$ cat config.mk
export PLATFORM = sky130hd
export DESIGN_NAME = load_store_unit
export DESIGN_NICKNAME = d
export VERILOG_FILES = /design/src/rtl/load_store_unit.sv
export SDC_FILE = /design/constraint.sdc
export NUM_CORES = 1
export LEC_CHECK = 0
export BUFFER_PORTS_ARGS = -buffer_cell sky130_fd_sc_hd__buf_2
export CAP_MARGIN = 0
export CORE_MARGIN = 4
export CORE_UTILIZATION = 52
export DETAILED_ROUTE_END_ITERATION = 8
export PLACE_DENSITY = 0.79
export RECOVER_POWER = 100
export SYNTH_ARGS = -nofsm -noshare
export SYNTH_HDL_FRONTEND = slang
export SYNTH_SLANG_ARGS = --single-unit
$ cat constraint.sdc
create_clock -name clk -period 5.6 [get_ports clk]
set_clock_uncertainty 0.05 [all_clocks]
set_input_delay 0.56 -clock clk [delete_from_list [all_inputs] [get_ports clk]]
set_output_delay 0.56 -clock clk [all_outputs]
set_load 0.01 [all_outputs]
$ cat src/rtl/load_store_unit.sv
// Load/store unit: turns single core requests into one RAM access each, with
// alignment checking, byte-lane steering, load extension and a ready timeout.
module load_store_unit #(
    parameter int unsigned TIMEOUT_CYCLES = 16
) (
    input  logic        clk,
    input  logic        rst,
    input  logic        req_valid_i,
    output logic        req_ready_o,
    input  logic [31:0] req_addr_i,
    input  logic        req_we_i,
    input  logic [1:0]  req_size_i,
    input  logic        req_unsigned_i,
    input  logic [31:0] req_wdata_i,
    output logic        resp_valid_o,
    output logic [31:0] resp_rdata_o,
    output logic        resp_err_o,
    output logic        mem_valid_o,
    input  logic        mem_ready_i,
    output logic [31:0] mem_addr_o,
    output logic [31:0] mem_wdata_o,
    output logic [3:0]  mem_we_o,
    input  logic [31:0] mem_rdata_i
);

    localparam int unsigned CNT_W = 32;

    typedef enum logic [1:0] {IDLE, ISSUE, WAIT, RESP} state_e;

    state_e             state_q;
    logic [1:0]         addr_lo_q;
    logic               we_q;
    logic [1:0]         size_q;
    logic               unsigned_q;
    logic [CNT_W-1:0]   wait_cnt_q;
    logic               mem_valid_q;
    logic [31:0]        mem_addr_q;
    logic [31:0]        mem_wdata_q;
    logic [3:0]         mem_we_q;
    logic               resp_valid_q;
    logic               resp_err_q;
    logic [31:0]        resp_rdata_q;

    function automatic logic misaligned(input logic [1:0] size, input logic [1:0] a);
        case (size)
            2'b00:   misaligned = 1'b0;
            2'b01:   misaligned = a[0];
            2'b10:   misaligned = (a != 2'b00);
            default: misaligned = 1'b1;
        endcase
    endfunction

    function automatic logic [3:0] byte_en(input logic [1:0] size, input logic [1:0] a);
        case (size)
            2'b00:   byte_en = 4'(4'b0001 << a);
            2'b01:   byte_en = 4'(4'b0011 << a);
            default: byte_en = 4'b1111;
        endcase
    endfunction

    function automatic logic [31:0] store_data(input logic [1:0] size, input logic [31:0] d);
        case (size)
            2'b00:   store_data = {4{d[7:0]}};
            2'b01:   store_data = {2{d[15:0]}};
            default: store_data = d;
        endcase
    endfunction

    // Lane-select the addressed bytes, then sign- or zero-extend.
    function automatic logic [31:0] load_data(input logic [31:0] w, input logic [1:0] size,
                                              input logic [1:0] a, input logic uns);
        logic [31:0] s;
        s = w >> {a, 3'b000};
        case (size)
            2'b00:   load_data = uns ? {24'd0, s[7:0]}  : {{24{s[7]}}, s[7:0]};
            2'b01:   load_data = uns ? {16'd0, s[15:0]} : {{16{s[15]}}, s[15:0]};
            default: load_data = s;
        endcase
    endfunction

    always_ff @(posedge clk or posedge rst) begin
        if (rst) begin
            state_q      <= IDLE;
            addr_lo_q    <= 2'b00;
            we_q         <= 1'b0;
            size_q       <= 2'b00;
            unsigned_q   <= 1'b0;
            wait_cnt_q   <= '0;
            mem_valid_q  <= 1'b0;
            mem_addr_q   <= '0;
            mem_wdata_q  <= '0;
            mem_we_q     <= 4'b0000;
            resp_valid_q <= 1'b0;
            resp_err_q   <= 1'b0;
            resp_rdata_q <= '0;
        end else begin
            case (state_q)
                IDLE: begin
                    if (req_valid_i) begin
                        addr_lo_q  <= req_addr_i[1:0];
                        we_q       <= req_we_i;
                        size_q     <= req_size_i;
                        unsigned_q <= req_unsigned_i;
                        if (misaligned(req_size_i, req_addr_i[1:0])) begin
                            state_q      <= RESP;
                            resp_valid_q <= 1'b1;
                            resp_err_q   <= 1'b1;
                            resp_rdata_q <= '0;
                        end else begin
                            state_q     <= ISSUE;
                            wait_cnt_q  <= '0;
                            mem_valid_q <= 1'b1;
                            mem_addr_q  <= {req_addr_i[31:2], 2'b00};
                            mem_wdata_q <= store_data(req_size_i, req_wdata_i);
                            mem_we_q    <= req_we_i ? byte_en(req_size_i, req_addr_i[1:0])
                                                    : 4'b0000;
                        end
                    end
                end
                ISSUE, WAIT: begin
                    mem_valid_q <= 1'b0;
                    mem_we_q    <= 4'b0000;
                    if (mem_ready_i) begin
                        state_q      <= RESP;
                        resp_valid_q <= 1'b1;
                        resp_err_q   <= 1'b0;
                        resp_rdata_q <= we_q ? '0
                                             : load_data(mem_rdata_i, size_q, addr_lo_q, unsigned_q);
                    end else if (state_q == ISSUE) begin
                        state_q <= WAIT;
                    end else if ((TIMEOUT_CYCLES != 0) &&
                                 ((wait_cnt_q + CNT_W'(1)) >= TIMEOUT_CYCLES)) begin
                        state_q      <= RESP;
                        resp_valid_q <= 1'b1;
                        resp_err_q   <= 1'b1;
                        resp_rdata_q <= '0;
                    end else begin
                        wait_cnt_q <= wait_cnt_q + CNT_W'(1);
                    end
                end
                RESP: begin
                    state_q      <= IDLE;
                    resp_valid_q <= 1'b0;
                    resp_err_q   <= 1'b0;
                    resp_rdata_q <= '0;
                end
                default: state_q <= IDLE;
            endcase
        end
    end

    // Ready is low for the whole reset window, high as soon as rst drops.
    assign req_ready_o  = (state_q == IDLE) && !rst;
    assign resp_valid_o = resp_valid_q;
    assign resp_err_o   = resp_err_q;
    assign resp_rdata_o = resp_rdata_q;
    assign mem_valid_o  = mem_valid_q;
    assign mem_addr_o   = mem_addr_q;
    assign mem_wdata_o  = mem_wdata_q;
    assign mem_we_o     = mem_we_q;

endmodule

# Word level (Yosys, flattened, before mapping)
# Index checks and enable logic that the tools add are counted.
[totals]
output_inout_bits = 104
register_bits = 141
in_bits = 104
[classes]
magnitude_cmp = 1
add_sub_neg = 1
n_reduce_logical = 14
mux = 42
n_eq_ne = 15
n_bitwise = 1
n_shift = 3
[op_table]
columns = ["operator", "count"]
rows = [
  ["$mux 32", 13],
  ["$pmux 32 s2", 3],
  ["$pmux 32 s3", 1],
  ["$add 32x1->32 const B", 1],
  ["$ge 32x5->1 const B", 1],
  ["$shr 32x5->32", 1],
  ["$pmux 4 s2", 2],
  ["$mux 4", 3],
  ["$ne 2x2->1 const B", 6],
  ["$mux 1", 10],
  ["$mux 2", 5],
  ["$pmux 1 s3", 3],
  ["$eq 2x1->1 const B", 3],
  ["$eq 2x2->1 const B", 3],
  ["$logic_not 2->1", 3],
  ["$ne 3x3->1 const B", 2],
  ["$pmux 2 s3", 1],
  ["$reduce_and 3->1", 2],
  ["$reduce_and 6->1", 1],
  ["$ne 4x4->1 const B", 1],
  ["$reduce_and 2->1", 2],
  ["$reduce_and 4->1", 1],
  ["$reduce_bool 2->1", 2],
  ["$shl 1x2->4 const A", 1],
  ["other kinds (6)", 6],
]

# Logic depth before layout (Yosys ltp)
# Gate-level depths: netlist (run 1).
[depth]
word_depth = 7
mapped_depth = 11
ltp_nobuf = 9

# Worst setup path after synthesis (run 1)
# OpenSTA, ideal clock, no wires.
[synth_timing]
kind = "register to register"
start = "register wait_cnt_q[7]"
end = "register wait_cnt_q[3]"
stages_incl_launch_ff = 9
setup_ns = 0.124
arrival_time_ns = 3.027
path_slack_ns = 2.399
required_time_ns = 5.426
path_cell_list = "dfrtp_1 > nand4_4 > or4_1 > or4_1 > mux2i_1 > nor4b_2 > nand4_4 > o311a_1 > a211o_1"
[synth_between]
elab_chain_len = 4
[synth_rtl]
columns = ["element", "line", "text"]
rows = [
  ["start, declared", "35", "logic [CNT_W-1:0] wait_cnt_q;"],
  ["start signal, assigned", "138", "wait_cnt_q <= wait_cnt_q + CNT_W'(1);"],
  ["$add 32x1->32", "132", "((wait_cnt_q + CNT_W'(1)) >= TIMEOUT_CYCLES)) begin"],
  ["$ge 32x5->1", "132", ""],
  ["$ne 2x2->1 (no source line)", "-", ""],
  ["$reduce_and 6->1 (no source line)", "-", ""],
]
# Every way passes these cells.
# A chain may end at the register's enable or synchronous reset.

# Worst setup path after layout (run 1)
[layout_timing]
start = "register wait_cnt_q[0]"
end = "register resp_valid_q (netlist: resp_valid_o)"
[layout_between]
elab_chain_len = 4
[layout_rtl]
columns = ["element", "line", "text"]
rows = [
  ["$add 32x1->32", "132", ""],
  ["$ge 32x5->1", "132", ""],
  ["$ne 3x3->1 (no source line)", "-", ""],
  ["$reduce_and 4->1 (no source line)", "-", ""],
  ["end signal, assigned", "125", "resp_valid_q <= 1'b1;"],
  ["end signal, assigned", "134", "resp_valid_q <= 1'b1;"],
  ["end signal, assigned", "143", "resp_valid_q <= 1'b0;"],
  ["end, declared", "40", "logic resp_valid_q;"],
]
# Every way passes these cells.

==> results by group, run 1 <==
Run status
  • Status: finished, violations left
  • Violated checks: capacitance limit, slew limit

Worst setup path
  • R2R Path Start: wait_cnt_q[0]
  • Flop2flop setup slack: ~1.2 ns
  • R2R Path End: resp_valid_o
  • Critical path endpoint category: register
  • Slowest-stage cell, CP: clkbuf_1
  • Slowest Stage Delay on Critical Path: ~1.1 ns
  • CP Cell Sequence: ha_1 -> nand3_1 -> nor4_4 -> nand4_1 -> a2111o_1 -> nor4b_1 -> a41oi_1 -> o21ai_2 -> clkbuf_1 -> mux2i_1
  • Maximum fanout along the worst path: 33
  • Worst r2r path cells: 10
  • Critical path type: register to register
  • Top Family by Delay on Critical Path: simple AND/OR/NAND/NOR gates
  • Worst setup SP type: register
  • CP arrival: 4.71 ns
  • Buf+Inv Stages, Crit Path: 1
  • Critical Path RT: 5.87 ns

Timing
  • Setup violators final: 0
  • Hold slack final: 0.279 ns
  • Slew HR: -139%
  • Worst-Margin Slew: about 3.6 ns
  • Slew Limit Fails: 183
  • Period utilization: 79.2%
  • Final-report hold violation count: 0
  • F_max: 225 MHz
  • Min Tclk post-route: 4.44 ns
  • Post-Route Setup TNS: 0 ns
  • RSZ-0062 raised after global routing: no

CTS
  • CTS tree: done
  • Resized Gates After CTS: 0
  • H-tree depth: 4
  • CTS buffer count: 17
  • Clock latency on the worst-skew pair: ~0.41 ns
  • CTS Root Cell: clkbuf_16
  • Cts hold-fix bufs: 0
  • TritonCTS Sinks: approximately 140
  • Clk slew on worst S/H paths: approximately 0.060 ns
  • Post-CTS Setup Bufs: 0
  • CTS Buffer Depth: 2

Placed design
  • HPWL after detailed placement: 13.2 mm
  • Buffers on Ports: 205
  • Final GP Congestion: approximately 0.85

Routing
  • Final ANT Viol Nets: 0
  • Detailed Route Iter0 Violations: around 420
  • Drt total wl: 18.6 mm
  • Wire per inst: between 15 and 20 µm
  • Remaining DRCs: 0
  • Via count: between 6,000 and 7,000
  • Via density: between 5 and 6
  • 1st-pass router iterations: 6

Floorplanning
  • Row Count: 42
  • DIE HEIGHT: roughly 130 µm
  • Core box area: around 13,000 µm²
  • Width of the die: between 100 and 150 µm
  • I/O pin count: 208
  • Starting density of the core: a little over half
  • Die area: about 16,000 µm²

Logic synthesis
  • Mean Syn Cell Area: ~9.4 µm²
  • Top_reg_cell synth: dfrtp_1
  • Post-Synthesis Cell Area: 7210 µm²
  • Async S/R FF share, synth: 100%
  • YS warnings: 0
  • EDFF count, synth: 0
  • Post-synthesis register bit count: approximately 140
  • Post-synthesis instance total: 764
  • Yosys cell types: 65
  • Post-synthesis sequential area ratio: ~49%

Power and ir drop
  • Logic pwr share: between 30% and 40%
  • Seq pwr share: a little under two fifths
  • Sw Pwr: 1690 µW
  • Worst VDD drop: between 200 and 300 µV
  • Pwr Density: 506 nW/µm²
  • Internal power: approximately 2700 µW
  • Clock share of power: about 28%
  • Sw Ratio: around two fifths
  • P_leak: about 0.0043 µW

Min path
  • Worst hold stages: 3
  • Hold Crit Class: input pin to register
  • Worst hold endpoint: mem_addr_o[3]
  • Hold Crit Start: req_addr_i[3]

Layout
  • Area growth syn-to-layout: 21.4%
  • N_diodes: 0
  • Layout cells sized above 1: a little under a fifth
  • Most frequent cells in the layout: 197 x nand2_1, 141 x dfrtp_1, 105 x clkbuf_1, 102 x buf_2, 52 x o21ai_0
  • Filler instances: around 1,200
  • Most common cell after layout, fill and taps aside: nand2_1
  • Number of nets in the layout: approximately 1,100

GRT
  • Initial antenna violation count: 0
  • GRT Overall Usage: between 20% and 30%
  • Largest net degree at the start of global routing: 98
  • Vias in the first global route: 6,211
  • Wire length of the first global-routing pass: ~31 mm
  • Residual overflow from global routing: 0

Job
  • Max Cap Viol: 2
-- metal layers --
layer / vias to the layer above / GRT usage [%] / wire length, µm
li1: 3021 / - / -
met2: 225 / 37.8 / 8720
met3: 38 / 7.87 / 1560
met1: 2949 / 31.9 / 7860
met4: 0 / 8.45 / 455
met5: - / 0 / 0
-- cells in the mapped netlist, types with 3 or more instances --
cell       instances  area, µm²
nand2_1          197        739
dfrtp_1          141       3530
o21ai_0           52        260
a21oi_1           46        230
clkbuf_1          40        150
mux2i_1           37        370
a21o_1            27        203
mux2_2            25        282
nor2_1            19       71.3
a21boi_0          16        120
nand4_1           12       75.1
inv_1             10       37.5
nand3_1           10       50.1
a21boi_1           8       60.1
nor2b_1            8       50.1
and2_1             7       43.8
o2bb2ai_1          7       61.3
a22oi_1            6       45.0
buf_1              6       22.5
nor3_1             6       30.0
ha_1               5       62.6
nand2b_1           5       31.3
buf_6              4       45.0
xnor2_1            4       35.0
a31o_2             3       26.3
and3_1             3       18.8
and4_1             3       26.3
buf_4              3       22.5
nand3b_1           3       22.5
o21bai_1           3       22.5
or4_1              3       22.5
-- logic make-up (layout without fill, tap and decap cells) --
group                      count (synthesis)  in the layout  share of synthesized area, %
and+or+nand+nor                          293            293                          19.1
AOI/OAI and AO/OA                        193            193                          17.4
DFF                                      141            141                          48.9
buffers and inverters                     64            252                          3.92
muxes                                     62             62                          9.04
adders and majority gates                  5              5                         0.868
xor gates and xnor gates                   5              5                         0.608
other                                      1              2                        0.0520
-- power by group through the flow --
stage	Combinational, µW	Clock (µW)	Sequential [µW]
floorplan	979	0	1730
global placement	1610	0	1650
detailed placement	1640	0	1650
CTS	1640	1240	1650
global route	1730	1290	1720
finish	1530	1230	1660
-- sequential cells by signal, summed over array words and instances (netlist names), 2 cells and up --
name / cells
resp_rdata_o: 32
mem_addr_o: 30
size_q: 2
addr_lo_q: 2
mem_wdata_o: 32
wait_cnt_q: 32
mem_we_o: 4
state_q: 2
-- worst reg2reg max path: cells and delay by family (launching register included) --
kind | cells | cell delay, ns
AND/OR/NAND/NOR | 4 | 1.49
AO/OA/AOI/OAI | 3 | 0.79
adder cells (fa/ha/maj) | 1 | 0.21
flip-flops | 1 | 0.46
buffers and inverters | 1 | 1.07
multiplexers | 1 | 0.28
-- cell type report --
cell class	count	area, µm²	area share [%]
clock inverters	13	215	2.46
multi-input cells	560	3380	38.7
repair buffers	211	933	10.7
inverters	10	38.8	0.443
well taps	176	220	2.52
clock buffers	18	429	4.91
flip-flops and latches	141	3530	40.3
-- worst max-delay path by stage --
stage | start | end | slack (ns) | cells past startpoint
2_1_floorplan | rst | addr_lo_q[0] | 1.21 | 1
3_3_place_gp | wait_cnt_q[0] | wait_cnt_q[28] | 1.96 | 9
3_5_place_dp | wait_cnt_q[0] | wait_cnt_q[28] | 1.83 | 9
4_1_cts | wait_cnt_q[0] | wait_cnt_q[6] | 1.78 | 9
5_1_grt | wait_cnt_q[0] | resp_valid_o | 0.77 | 10
6_report | wait_cnt_q[0] | resp_valid_o | 1.16 | 10
-- through the flow --
step | instances | setup WS (ns) | util (%) | power [µW] | cell area (µm²)
final | 1129 | 1.16 | 65.3 | 4430 | 8750
after global routing | 1129 | 0.769 | 65.3 | 4740 | 8750
after CTS | 1129 | 1.78 | 66.5 | 4540 | 8910
after detailed placement | 1098 | 1.83 | 61.7 | 3300 | 8270
after global placement | 1098 | 1.96 | 61.7 | 3260 | 8270
after floorplan | 765 | 1.21 | - | 2710 | 7210
No activity file was read; power rests on OpenSTA's default activity.
==> run 2: changes to the inputs <==
==> constraint.sdc (replaced) <==
create_clock -name clk -period 4.6 [get_ports clk]
set_clock_uncertainty 0.05 [all_clocks]
set_input_delay 0.46 -clock clk [delete_from_list [all_inputs] [get_ports clk]]
set_output_delay 0.46 -clock clk [all_outputs]
set_load 0.01 [all_outputs]
==> run 2 against run 1 <==
Against the previous run:
- the run still ends with capacitance limit, slew limit left
- via count up 0.82%
- sequential share of layout area is 0.12 points lower
- setup slack got worse by 0.55 ns
- global-route usage up 0.11 points
- cell count unchanged
- non-clock buffer count did not move
- sequential power is 22% higher
- cell area increased by 0.29%
- die area is the same
- clock power increased by 24%
- sequential cell count unchanged
- core utilization up 0.19 points
- highest routed layer unchanged
==> results by group, run 2 (synthesis gave the netlist of run 1 again) <==
Min path
  • Worst hold endpoint: mem_addr_o[31]
  • Worst hold stages: 3 (unchanged)
  • Hold Crit Start: req_addr_i[31]
  • Hold Crit Class: input pin to register

CTS
  • CTS tree: done
  • Clock latency on the worst-skew pair: 0.42 ns (about the same)
  • TritonCTS Sinks: 141 (unchanged)
  • CTS Buffer Depth: 2 (unchanged)
  • Post-CTS Setup Bufs: 0 (unchanged)
  • H-tree depth: 4 (unchanged)
  • Resized Gates After CTS: 0 (unchanged)
  • CTS Root Cell: clkbuf_16
  • CTS buffer count: 17 (unchanged)
  • Cts hold-fix bufs: 0 (unchanged)
  • Clk slew on worst S/H paths: 0.06 ns (about the same)

Power and ir drop
  • P_leak: 0.00433 µW (about the same)
  • Clock share of power: 27.9% (about the same)
  • Sw Ratio: 38.1% (+0.038 points)
  • Seq pwr share: 37.4% (-0.2 points)
  • Logic pwr share: 34.7% (about the same)
  • Internal power: 3360 µW (+23%)
  • Worst VDD drop: 349 µV (+17%)
  • Pwr Density: 619 nW/µm² (+22%)
  • Sw Pwr: 2070 µW (+23%)

Job
  • Max Cap Viol: 2 (unchanged)

Layout
  • N_diodes: 0 (unchanged)
  • Filler instances: 1,145 (-5.9%)
  • Most frequent cells in the layout: 197 x nand2_1, 141 x dfrtp_1, 105 x clkbuf_1, 102 x buf_2, 53 x o21ai_0
  • Area growth syn-to-layout: 21.7%
  • Most common cell after layout, fill and taps aside: nand2_1
  • Post-layout instance area: 8770 µm² (+0.29%)
  • Layout cells sized above 1: 18.8% (unchanged)
  • Number of nets in the layout: 1,050 (unchanged)

Floorplanning
  • Die area: 15,800 µm² (unchanged)
  • I/O pin count: 208 (unchanged)
  • Row Count: 42 (unchanged)
  • DIE HEIGHT: 126 µm (unchanged)
  • Width of the die: 126 µm (unchanged)
  • Starting density of the core: 53.8% (unchanged)
  • Core box area: 13,400 µm² (unchanged)

GRT
  • Initial antenna violation count: 0 (unchanged)
  • Vias in the first global route: 6,198 (-0.21%)
  • Wire length of the first global-routing pass: 31.3 mm (-0.24%)
  • Largest net degree at the start of global routing: 105 (+7.1%)
  • GRT Overall Usage: 24.3% (+0.11 points)
  • Residual overflow from global routing: 0 (unchanged)

Worst setup path
  • R2R Path Start: wait_cnt_q[0]
  • Slowest Stage Delay on Critical Path: 0.64 ns (-0.43 ns)
  • CP Cell Sequence: ha_1 -> nand3_1 -> nor4_4 -> nand4_1 -> a2111o_1 -> nor4b_1 -> nand4_4 -> o21ai_4 -> a21boi_0
  • Maximum fanout along the worst path: 28 (-15%)
  • Critical path type: register to register
  • Worst setup SP type: register
  • Worst r2r path cells: 9 (-1)
  • Slowest-stage cell, CP: nor4b_1
  • CP arrival: 4.20 ns (-0.51 ns)
  • R2R Path End: wait_cnt_q[6]
  • Flop2flop setup slack: 0.61 ns (-0.55 ns)
  • Critical path endpoint category: register
  • Critical Path RT: 4.81 ns (-1.06 ns)

Routing
  • Via density: 5.57 (+0.82%)
  • Met1 wire length: 8.05 mm (+2.5%)
  • Final ANT Viol Nets: 0 (unchanged)
  • Met2 wire len: 9.01 mm (+3.3%)
  • Remaining DRCs: 0 (unchanged)
  • Met3 WL post-DR: 1.63 mm (+4.9%)
  • Top Metal Used: met4
  • Via count: 6,284 (+0.82%)
  • Wire per inst: 16.9 µm (+2.4%)
  • Drt total wl: 19.0 mm (+2.4%)
  • Detailed Route Iter0 Violations: 468 (+11%)
  • 1st-pass router iterations: 5 (-1)

Timing
  • Slew HR: -44.6% (+94 points)
  • Worst-Margin Slew: 2.17 ns (-1.39 ns)
  • Slew Limit Fails: 144 (-21%)
  • Period utilization: 86.7% (+7.5 points)
  • Setup violators final: 0 (unchanged)
  • Post-Route Setup TNS: 0 ns (unchanged)
  • Min Tclk post-route: 3.99 ns (-0.446 ns)
  • RSZ-0062 raised after global routing: no
  • Final-report hold violation count: 0 (unchanged)
  • F_max: 251 MHz (+11%)

Run status
  • Violated checks: capacitance limit, slew limit
  • Status: finished, violations left

Placed design
  • Buffers on Ports: 205 (unchanged)
  • Final GP Congestion: 0.827 (-3.2%)
  • HPWL after detailed placement: 13.3 mm (+0.82%)
  • Placed Area: 8270 µm² (unchanged)
## run 2: cell types whose count changed in the layout (fill, tap and decap cells not counted), sizes merged
cell	delta
clkinvlp	+3
inv	-2
buf	+2
clkinv	-3
## run 2: cell type report
type / count / area (µm²) / area share (%)
multi-input combinational: 560 / 3400 / 38.7
timing repair buffer: 211 / 938 / 10.7
sequential: 141 / 3530 / 40.2
tap: 176 / 220 / 2.51
clock inverter: 11 / 190 / 2.17
clock buffer: 20 / 457 / 5.21
inverter: 10 / 41.3 / 0.471
## run 2: through the flow
stage	hold WS [ns]	setup slack [ns]	util, %	power, µW	cells
after CTS	0.168	0.812	66.5	5570	1129
after global routing	0.178	0.312	65.5	5800	1129
after detailed placement	0.406	0.845	61.7	4030	1098
after global placement	0.403	0.946	61.7	3970	1098
after floorplan	0.420	0.309	-	3300	765
final	0.179	0.611	65.5	5430	1129
## run 2: worst max-delay path by stage
stage	start	to	slack [ns]	cells after the start
5_1_grt	wait_cnt_q[0]	wait_cnt_q[6]	0.31	9
6_report	wait_cnt_q[0]	wait_cnt_q[6]	0.61	9
2_1_floorplan	rst	addr_lo_q[0]	0.31	1
3_5_place_dp	wait_cnt_q[0]	wait_cnt_q[7]	0.84	9
3_3_place_gp	wait_cnt_q[0]	wait_cnt_q[6]	0.95	9
4_1_cts	wait_cnt_q[0]	wait_cnt_q[6]	0.81	9
## run 2: power by group through the flow
stage / clock network [µW] / logic, µW / registers, µW
3_5_place_dp: 0 / 2010 / 2010
5_1_grt: 1590 / 2110 / 2090
6_report: 1520 / 1890 / 2030
3_3_place_gp: 0 / 1960 / 2010
4_1_cts: 1530 / 2020 / 2020
2_1_floorplan: 0 / 1190 / 2110
## run 2: worst max-delay path, delay by kind of cell, from the launching register on
kind            cells  cell delay [ns]
flops               1             0.43
compound gates      3             1.20
simple gates        5             1.94
fa+ha+maj           1             0.20
## run 2: metal layers
layer | vias up | GRT usage, %
met1 | 3009 | 31.4
met2 | 237 | 38.4
met4 | 0 | 7.44
li1 | 3010 | -
met5 | - | 0
met3 | 28 | 8.85
